**config.mk**
```make
export PLATFORM = sky130hd
export DESIGN_NAME = huffman_coding_flat
export DESIGN_NICKNAME = d
export VERILOG_FILES = /design/src/rtl/huffman_coding_if.sv /design/src/rtl/huffman_coding.sv /design/src/flat_wrapper.sv
export SDC_FILE = /design/constraint.sdc
export NUM_CORES = 2
export LEC_CHECK = 0
export ABC_CLOCK_PERIOD_IN_PS = 76000
export BUFFER_PORTS_ARGS = -buffer_cell sky130_fd_sc_hd__buf_2
export CORE_MARGIN = 2
export CORE_UTILIZATION = 54
export DETAILED_ROUTE_END_ITERATION = 10
export PLACE_DENSITY_LB_ADDON = 0.25
export SYNTH_ARGS = -nofsm -noshare
export SYNTH_HDL_FRONTEND = slang
export SYNTH_SLANG_ARGS = --single-unit
```
**constraint.sdc**
```tcl
create_clock -name clk -period 76 [get_ports clk]
set_input_delay 7.6 -clock clk [delete_from_list [all_inputs] [get_ports clk]]
set_output_delay 7.6 -clock clk [all_outputs]
set_load 0.02 [all_outputs]
```
**src/rtl/huffman_coding_if.sv**
```systemverilog
// rtl/huffman_coding_if.sv - symbol input and serial code-table output bundle
// Purpose: groups the sample input handshake and the serial code-table stream
//          of the Huffman encoder core.
// Signals:
//   data_in      4-bit input symbol (0..9 counted, 10..15 ignored)
//   start        1-cycle block start pulse
//   output_start 1-cycle pulse opening the serial table
//   output_data  serial code bit, qualified by code_en
//   code_en      output_data valid
//   data_select  symbol whose code is on output_data
//   output_gap   1-cycle separator between symbol codes
//   output_done  1-cycle pulse after the last code bit
// Modports: master drives data_in/start (producer/consumer side),
//           slave is the encoder core.
interface huffman_coding_if;
   logic [3:0] data_in;
   logic       start;
   logic       output_start;
   logic       output_data;
   logic       code_en;
   logic [3:0] data_select;
   logic       output_gap;
   logic       output_done;

   modport master (
      output data_in, start,
      input  output_start, output_data, code_en, data_select, output_gap, output_done
   );

   modport slave (
      input  data_in, start,
      output output_start, output_data, code_en, data_select, output_gap, output_done
   );
endinterface

```
**src/rtl/huffman_coding.sv**
```systemverilog
// rtl/huffman_coding.sv - symbol frequency counter, Huffman tree builder and serial code-table emitter
// Purpose: counts N_SAMPLES 4-bit symbols, merges one Huffman node per clock
//          (9 merges for 10 leaves) and serially emits the code of each symbol.
// Ports:
//   clk                 rising-edge clock
//   rst_n               asynchronous reset, ACTIVE HIGH (1 = reset) despite the name
//   bus                 huffman_coding_if.slave: data_in/start in, serial table out
//   code_0..code_9      right-aligned codes, bit len-1 is the root-side bit
//   min1, min2          selected node indices while building, 0 otherwise
//   data_count_finish   level, counting done
//   encoding_finish     level, codes valid
//   huffman_out_finish  level, table fully emitted
// Optional feature: define CODE_LEN_OUT_EN to add code_len_0..code_len_9 ports.
module huffman_coding #(
   parameter int N_SAMPLES = 256,
   parameter int CNT_W     = 9
) (
   input  logic             clk,
   input  logic             rst_n,
   huffman_coding_if.slave  bus,
   output logic [8:0]       code_0,
   output logic [8:0]       code_1,
   output logic [8:0]       code_2,
   output logic [8:0]       code_3,
   output logic [8:0]       code_4,
   output logic [8:0]       code_5,
   output logic [8:0]       code_6,
   output logic [8:0]       code_7,
   output logic [8:0]       code_8,
   output logic [8:0]       code_9,
   output logic [4:0]       min1,
   output logic [4:0]       min2,
   output logic             data_count_finish,
   output logic             encoding_finish,
   output logic             huffman_out_finish
`ifdef CODE_LEN_OUT_EN
   ,
   output logic [3:0]       code_len_0,
   output logic [3:0]       code_len_1,
   output logic [3:0]       code_len_2,
   output logic [3:0]       code_len_3,
   output logic [3:0]       code_len_4,
   output logic [3:0]       code_len_5,
   output logic [3:0]       code_len_6,
   output logic [3:0]       code_len_7,
   output logic [3:0]       code_len_8,
   output logic [3:0]       code_len_9
`endif
);
   localparam int IDX_W = (N_SAMPLES > 1) ? $clog2(N_SAMPLES) : 1;

   typedef enum logic [1:0] {IDLE, COUNT, BUILD, OUT} state_t;
   state_t state;

   logic [IDX_W-1:0] idx;
   logic [CNT_W-1:0] cnt [10];
   logic [CNT_W-1:0] iw  [9];    // internal node weights (nodes 10..18)
   logic [9:0]       im  [9];    // internal node leaf masks
   logic [18:0]      active;
   logic [8:0]       code [10];
   logic [3:0]       len  [10];
   logic [3:0]       step;
   logic [3:0]       sym;
   logic [3:0]       bidx;       // bits of the current symbol already emitted

   // Unified node view: leaves take their weight straight from the counters.
   logic [CNT_W-1:0] nw [19];
   logic [9:0]       nm [19];
   always_comb begin
      for (int i = 0; i < 19; i++) begin
         if (i < 10) begin
            nw[i] = cnt[i];
            nm[i] = 10'b1 << i;
         end else begin
            nw[i] = iw[i-10];
            nm[i] = im[i-10];
         end
      end
   end

   // Strict less-than while scanning upward gives ties to the lower index.
   logic [4:0]       sel1, sel2;
   logic             found;
   logic [CNT_W-1:0] best;
   always_comb begin
      sel1  = '0;
      sel2  = '0;
      found = 1'b0;
      best  = '0;
      for (int i = 0; i < 19; i++) begin
         if (active[i] && (!found || nw[i] < best)) begin
            found = 1'b1;
            best  = nw[i];
            sel1  = 5'(i);
         end
      end
      found = 1'b0;
      best  = '0;
      for (int i = 0; i < 19; i++) begin
         if (active[i] && (5'(i) != sel1) && (!found || nw[i] < best)) begin
            found = 1'b1;
            best  = nw[i];
            sel2  = 5'(i);
         end
      end
   end

   assign min1 = (state == BUILD) ? sel1 : 5'd0;
   assign min2 = (state == BUILD) ? sel2 : 5'd0;

   always_ff @(posedge clk or posedge rst_n) begin
      if (rst_n) begin
         state              <= IDLE;
         idx                <= '0;
         active             <= '0;
         step               <= '0;
         sym                <= '0;
         bidx               <= '0;
         data_count_finish  <= 1'b0;
         encoding_finish    <= 1'b0;
         huffman_out_finish <= 1'b0;
         bus.output_start   <= 1'b0;
         bus.output_data    <= 1'b0;
         bus.code_en        <= 1'b0;
         bus.data_select    <= '0;
         bus.output_gap     <= 1'b0;
         bus.output_done    <= 1'b0;
         for (int j = 0; j < 10; j++) begin
            cnt[j]  <= '0;
            code[j] <= '0;
            len[j]  <= '0;
         end
         for (int j = 0; j < 9; j++) begin
            iw[j] <= '0;
            im[j] <= '0;
         end
      end else begin
         bus.output_start <= 1'b0;
         bus.output_data  <= 1'b0;
         bus.code_en      <= 1'b0;
         bus.data_select  <= '0;
         bus.output_gap   <= 1'b0;
         bus.output_done  <= 1'b0;
         case (state)
            IDLE: begin
               if (bus.start) begin
                  state              <= COUNT;
                  idx                <= '0;
                  active             <= '0;
                  data_count_finish  <= 1'b0;
                  encoding_finish    <= 1'b0;
                  huffman_out_finish <= 1'b0;
                  for (int j = 0; j < 10; j++) begin
                     cnt[j]  <= '0;
                     code[j] <= '0;
                     len[j]  <= '0;
                  end
               end
            end
            COUNT: begin
               if (bus.data_in < 4'd10)
                  cnt[bus.data_in] <= cnt[bus.data_in] + CNT_W'(1);
               idx <= idx + IDX_W'(1);
               if (idx == IDX_W'(N_SAMPLES - 1)) begin
                  data_count_finish <= 1'b1;
                  active            <= 19'h003FF;
                  step              <= '0;
                  state             <= BUILD;
               end
            end
            BUILD: begin
               iw[step]                  <= nw[sel1] + nw[sel2];
               im[step]                  <= nm[sel1] | nm[sel2];
               active[sel1]              <= 1'b0;
               active[sel2]              <= 1'b0;
               active[5'd10 + 5'(step)]  <= 1'b1;
               // Codes start cleared, so a 0 bit only needs the length bump.
               for (int j = 0; j < 10; j++) begin
                  if (nm[sel1][j]) begin
                     len[j] <= len[j] + 4'd1;
                  end else if (nm[sel2][j]) begin
                     code[j][len[j]] <= 1'b1;
                     len[j]          <= len[j] + 4'd1;
                  end
               end
               step <= step + 4'd1;
               if (step == 4'd8) begin
                  encoding_finish  <= 1'b1;
                  bus.output_start <= 1'b1;
                  sym              <= '0;
                  bidx             <= '0;
                  state            <= OUT;
               end
            end
            OUT: begin
               // Outputs are registered: each edge decides the next cycle's slot.
               if (bus.output_done) begin
                  huffman_out_finish <= 1'b1;
                  state              <= IDLE;
               end else if (bus.output_start || bus.output_gap) begin
                  bus.code_en     <= 1'b1;
                  bus.data_select <= sym;
                  bus.output_data <= code[sym][len[sym] - 4'd1];
                  bidx            <= 4'd1;
               end else if (bidx == len[sym]) begin
                  if (sym == 4'd9) begin
                     bus.output_done <= 1'b1;
                  end else begin
                     bus.output_gap <= 1'b1;
                     sym            <= sym + 4'd1;
                     bidx           <= '0;
                  end
               end else begin
                  bus.code_en     <= 1'b1;
                  bus.data_select <= sym;
                  bus.output_data <= code[sym][len[sym] - 4'd1 - bidx];
                  bidx            <= bidx + 4'd1;
               end
            end
            default: state <= IDLE;
         endcase
      end
   end

   assign code_0 = code[0];
   assign code_1 = code[1];
   assign code_2 = code[2];
   assign code_3 = code[3];
   assign code_4 = code[4];
   assign code_5 = code[5];
   assign code_6 = code[6];
   assign code_7 = code[7];
   assign code_8 = code[8];
   assign code_9 = code[9];

`ifdef CODE_LEN_OUT_EN
   assign code_len_0 = len[0];
   assign code_len_1 = len[1];
   assign code_len_2 = len[2];
   assign code_len_3 = len[3];
   assign code_len_4 = len[4];
   assign code_len_5 = len[5];
   assign code_len_6 = len[6];
   assign code_len_7 = len[7];
   assign code_len_8 = len[8];
   assign code_len_9 = len[9];
`endif
endmodule

```
**src/flat_wrapper.sv**
```systemverilog
// flat-port wrapper written by rule: the top's interface ports become plain ports
module huffman_coding_flat 
#(
   parameter int N_SAMPLES = 256,
   parameter int CNT_W     = 9
)
  (clk, rst_n, code_0, code_1, code_2, code_3, code_4, code_5, code_6, code_7, code_8, code_9, min1, min2, data_count_finish, encoding_finish, huffman_out_finish, bus_data_in, bus_start, bus_output_start, bus_output_data, bus_code_en, bus_data_select, bus_output_gap, bus_output_done);
  huffman_coding_if bus_i ();
  input  logic clk;
  input  logic rst_n;
  output logic [8:0] code_0;
  output logic [8:0] code_1;
  output logic [8:0] code_2;
  output logic [8:0] code_3;
  output logic [8:0] code_4;
  output logic [8:0] code_5;
  output logic [8:0] code_6;
  output logic [8:0] code_7;
  output logic [8:0] code_8;
  output logic [8:0] code_9;
  output logic [4:0] min1;
  output logic [4:0] min2;
  output logic data_count_finish;
  output logic encoding_finish;
  output logic huffman_out_finish;
  input wire logic [$bits(bus_i.data_in)-1:0] bus_data_in;
  input wire logic [$bits(bus_i.start)-1:0] bus_start;
  output wire logic [$bits(bus_i.output_start)-1:0] bus_output_start;
  output wire logic [$bits(bus_i.output_data)-1:0] bus_output_data;
  output wire logic [$bits(bus_i.code_en)-1:0] bus_code_en;
  output wire logic [$bits(bus_i.data_select)-1:0] bus_data_select;
  output wire logic [$bits(bus_i.output_gap)-1:0] bus_output_gap;
  output wire logic [$bits(bus_i.output_done)-1:0] bus_output_done;
  assign bus_i.data_in = bus_data_in;
  assign bus_i.start = bus_start;
  assign bus_output_start = bus_i.output_start;
  assign bus_output_data = bus_i.output_data;
  assign bus_code_en = bus_i.code_en;
  assign bus_data_select = bus_i.data_select;
  assign bus_output_gap = bus_i.output_gap;
  assign bus_output_done = bus_i.output_done;
  huffman_coding #(.N_SAMPLES(N_SAMPLES), .CNT_W(CNT_W)) u_core (.clk(clk), .rst_n(rst_n), .bus(bus_i), .code_0(code_0), .code_1(code_1), .code_2(code_2), .code_3(code_3), .code_4(code_4), .code_5(code_5), .code_6(code_6), .code_7(code_7), .code_8(code_8), .code_9(code_9), .min1(min1), .min2(min2), .data_count_finish(data_count_finish), .encoding_finish(encoding_finish), .huffman_out_finish(huffman_out_finish));
endmodule
```
==> impl_metrics.yaml <==
clock_tree:
  cts_tree: "done"
  clk_pin_slew_worst_paths_ns: 0.07
  cts-buffers-inserted: 51
  clk_path_buf_depth: 3
  root_buffer: "clkbuf_16"
  cts_sinks: 444
  worstSkewPairLatency_ns: 0.67
  htree_levels: 2
  holdBufCountCts: 0
placed_design:
  place_congestion: 1.055
  hpwl_mm: 123.4
  portBuffers: 118
route:
  antenna_left: 0
  viasPerCell: 6.919
  firstDrtPassIters: 10
  wl_per_cell_um: 27.48
  drc: 0
  drtIter0Drc: 6250
  num_vias: 44557
  routed_wl_mm: 177.0
synthesis:
  synthArstFlopShare: 1.000
  synth_ff_type: "dfrtp_1"
  netlist_area_sq_mm: 0.03932
  ys_types: 122
  synth_fp_nets: 5309
  synth.avg_cell_area_sq_um: 7.916
  syn-instance-count: 4967
  ys_seq_area_frac: 0.2826
  yosysWarningCount: 0
  synth_edf_count: 0
  ys_ff_latch: 444
die:
  core-area_sq_mm: 0.07173
  rows: 98
  die_area_sq_mm: 0.07499
  start_util: 0.5481
  num_io_pins: 119
  die_w_um: 273.8
  die_h_um: 273.8
critical_path:
  crit_top_cell: "a21oi_2"
  cp.required_ns: 68.40
  cp_slowest_cell: "dfrtp_2"
  critPathCaptureType: "primary output"
  crit_type: "register to primary output"
  critPathMaxStageDelay_ns: 0.49
  crit_fanout: 8
  arrival_ns: 67.72
  critPathLaunchType: "register"
timing:
  finalCriticalPeriod_ns: 75.32
  slew_violations: 11
  tightest_slew_ns: 1.517
  skew_ns: 0.05525
  final-setup-viol-count: 0
  rsz0062_at_grt: "true"
  slew_headroom: -0.01828
  hold_viol_final: 0
  whs_ns: 0.4995
  fmax_ghz: 0.01328
  timing.final.crit_share: 0.9911
grt:
  grtUsageTotal: 0.4444
  antenna_found_initial: 6
  grt_pass1_wl_mm: 253.8
  grt-ovfl-total: 0
  grt_max_degree: 114
  grt_pass1_vias: 40231
finish:
  drive_above_1_share: 0.2882
  layout_common_cells: "nand2_1 (794), buf_4 (506), dfrtp_1 (441)"
  finalNetCount: 5790
  final_common_cell: "nand2_1"
  area_growth_syn_to_layout_pct: 28.38
outcome:
  status: "finished with violations"
  violations: "max-capacitance violations, max-slew violations"
run:
  cap_viol_max_count: 1
hold_path:
  hp-class: "register to register"
[cell type report]
type	count	area, sq um
clock buffers	64	1425
flip-flops and latches	444	11110
clock inverters	30	420.4
fillers	5668	21260
inverters	307	1200
repair buffers	671	5000
well taps	950	1189
diodes	1	2.502
multi-input cells	3973	30120
[metal layers]
layer,vias up,track usage,routed length (um)
met3,947,0.1219,22620
met4,8,0.2637,14440
met5,-,0,43
met2,3381,0.6507,73700
li1,19128,-,-
met1,21093,0.5858,66180
[synth_stat cells, types with 16 or more instances]
master / instances / area share
o22ai_1: 82 / 0.013
mux4_2: 48 / 0.027
a211oi_1: 42 / 0.0080
a221oi_1: 16 / 0.0036
a31oi_1: 37 / 0.0059
a22o_1: 32 / 0.0071
dfrtp_1: 444 / 0.28
a22oi_1: 21 / 0.0040
buf_2: 31 / 0.0039
and4_1: 25 / 0.0056
a32o_1: 34 / 0.0087
nor3_1: 72 / 0.0092
nand2_1: 849 / 0.081
nor2_1: 327 / 0.031
nand3_1: 132 / 0.017
o221ai_1: 30 / 0.0067
o211ai_1: 61 / 0.012
o31ai_1: 31 / 0.0059
buf_1: 33 / 0.0032
a21oi_1: 358 / 0.046
o21a_1: 29 / 0.0055
xnor2_1: 28 / 0.0062
ha_1: 333 / 0.11
o21ai_0: 432 / 0.055
inv_1: 303 / 0.029
a21o_1: 62 / 0.012
nand4_1: 42 / 0.0067
clkbuf_1: 186 / 0.018
and3_1: 39 / 0.0062
and2_1: 24 / 0.0038
mux2_2: 82 / 0.023
mux2i_1: 107 / 0.027
o21ai_1: 113 / 0.014
nand2b_1: 46 / 0.0073
nor2b_1: 65 / 0.010
or3_1: 30 / 0.0048
[worst max-delay path, delay by kind of cell, from the launching register on]
family / cells / cell delay [ns]
AO/OA/AOI/OAI: 171 / 28.28
AND/OR/NAND/NOR: 133 / 17.09
adder cells (fa/ha/maj): 37 / 9.46
buffers and inverters: 57 / 6.61
multiplexers: 17 / 4.96
flip-flops: 1 / 0.49
[worst paths after layout]
kind                             startpoint        endpoint  slack, ns  cells after the start
max                        u_core.active[0]         min2[3]       0.68                    415
min                           u_core.im[84]   u_core.im[84]       0.50                      2
max reg2reg                u_core.active[0]   u_core.iw[62]       3.79                    435
min reg2reg                   u_core.im[84]   u_core.im[84]       0.50                      2
max in group asynchronous             rst_n   u_core.iw[19]      66.59                      4
min in group asynchronous             rst_n  u_core.cnt[55]       7.03                      2
[metrics by stage]
| step | utilization | cell area, sq um | worst slack [ns] | TNS, ns | instances |
|---|---|---|---|---|---|
| 2_1_floorplan | - | 39750 | 0.01999 | 0 | 4967 |
| 3_3_place_gp | 0.5941 | 42620 | -0.8798 | -4.167 | 6068 |
| 3_5_place_dp | 0.5941 | 42620 | -2.369 | -11.62 | 6068 |
| 4_1_cts | 0.6392 | 45850 | 0.004427 | 0 | 6256 |
| 5_1_grt | 0.7036 | 50470 | -2.580 | -12.61 | 6439 |
| 6_report | 0.7037 | 50470 | 0.6771 | 0 | 6440 |
[registers in the layout, summed over array words and instances (netlist names), 19 cells and up]
name / count
u_core.cnt: 90
u_core.active: 19
u_core.iw: 81
u_core.len: 40
u_core.im: 90
[kinds of logic after synthesis]
family / count (synthesis) / share of synthesized area
AOI/OAI and AO/OA: 1603 / 0.2650
DFF: 444 / 0.2826
adders and majority gates: 339 / 0.1080
buffers and inverters: 561 / 0.05493
xor gates and xnor gates: 42 / 0.009547
and+or+nand+nor: 1737 / 0.2004
muxes: 241 / 0.07959
[what timing repair did]
item / in CTS / in global routing
pin swaps: 71 / 309
endpoints found under the setup margin: 5 / 316
setup buffers: 83 / 181
gates resized for setup: 180 / 712
gates cloned: 11 / 4
Power is not shown: default switching activity piles up to over one toggle a cycle in this logic, so the estimate is an artifact.
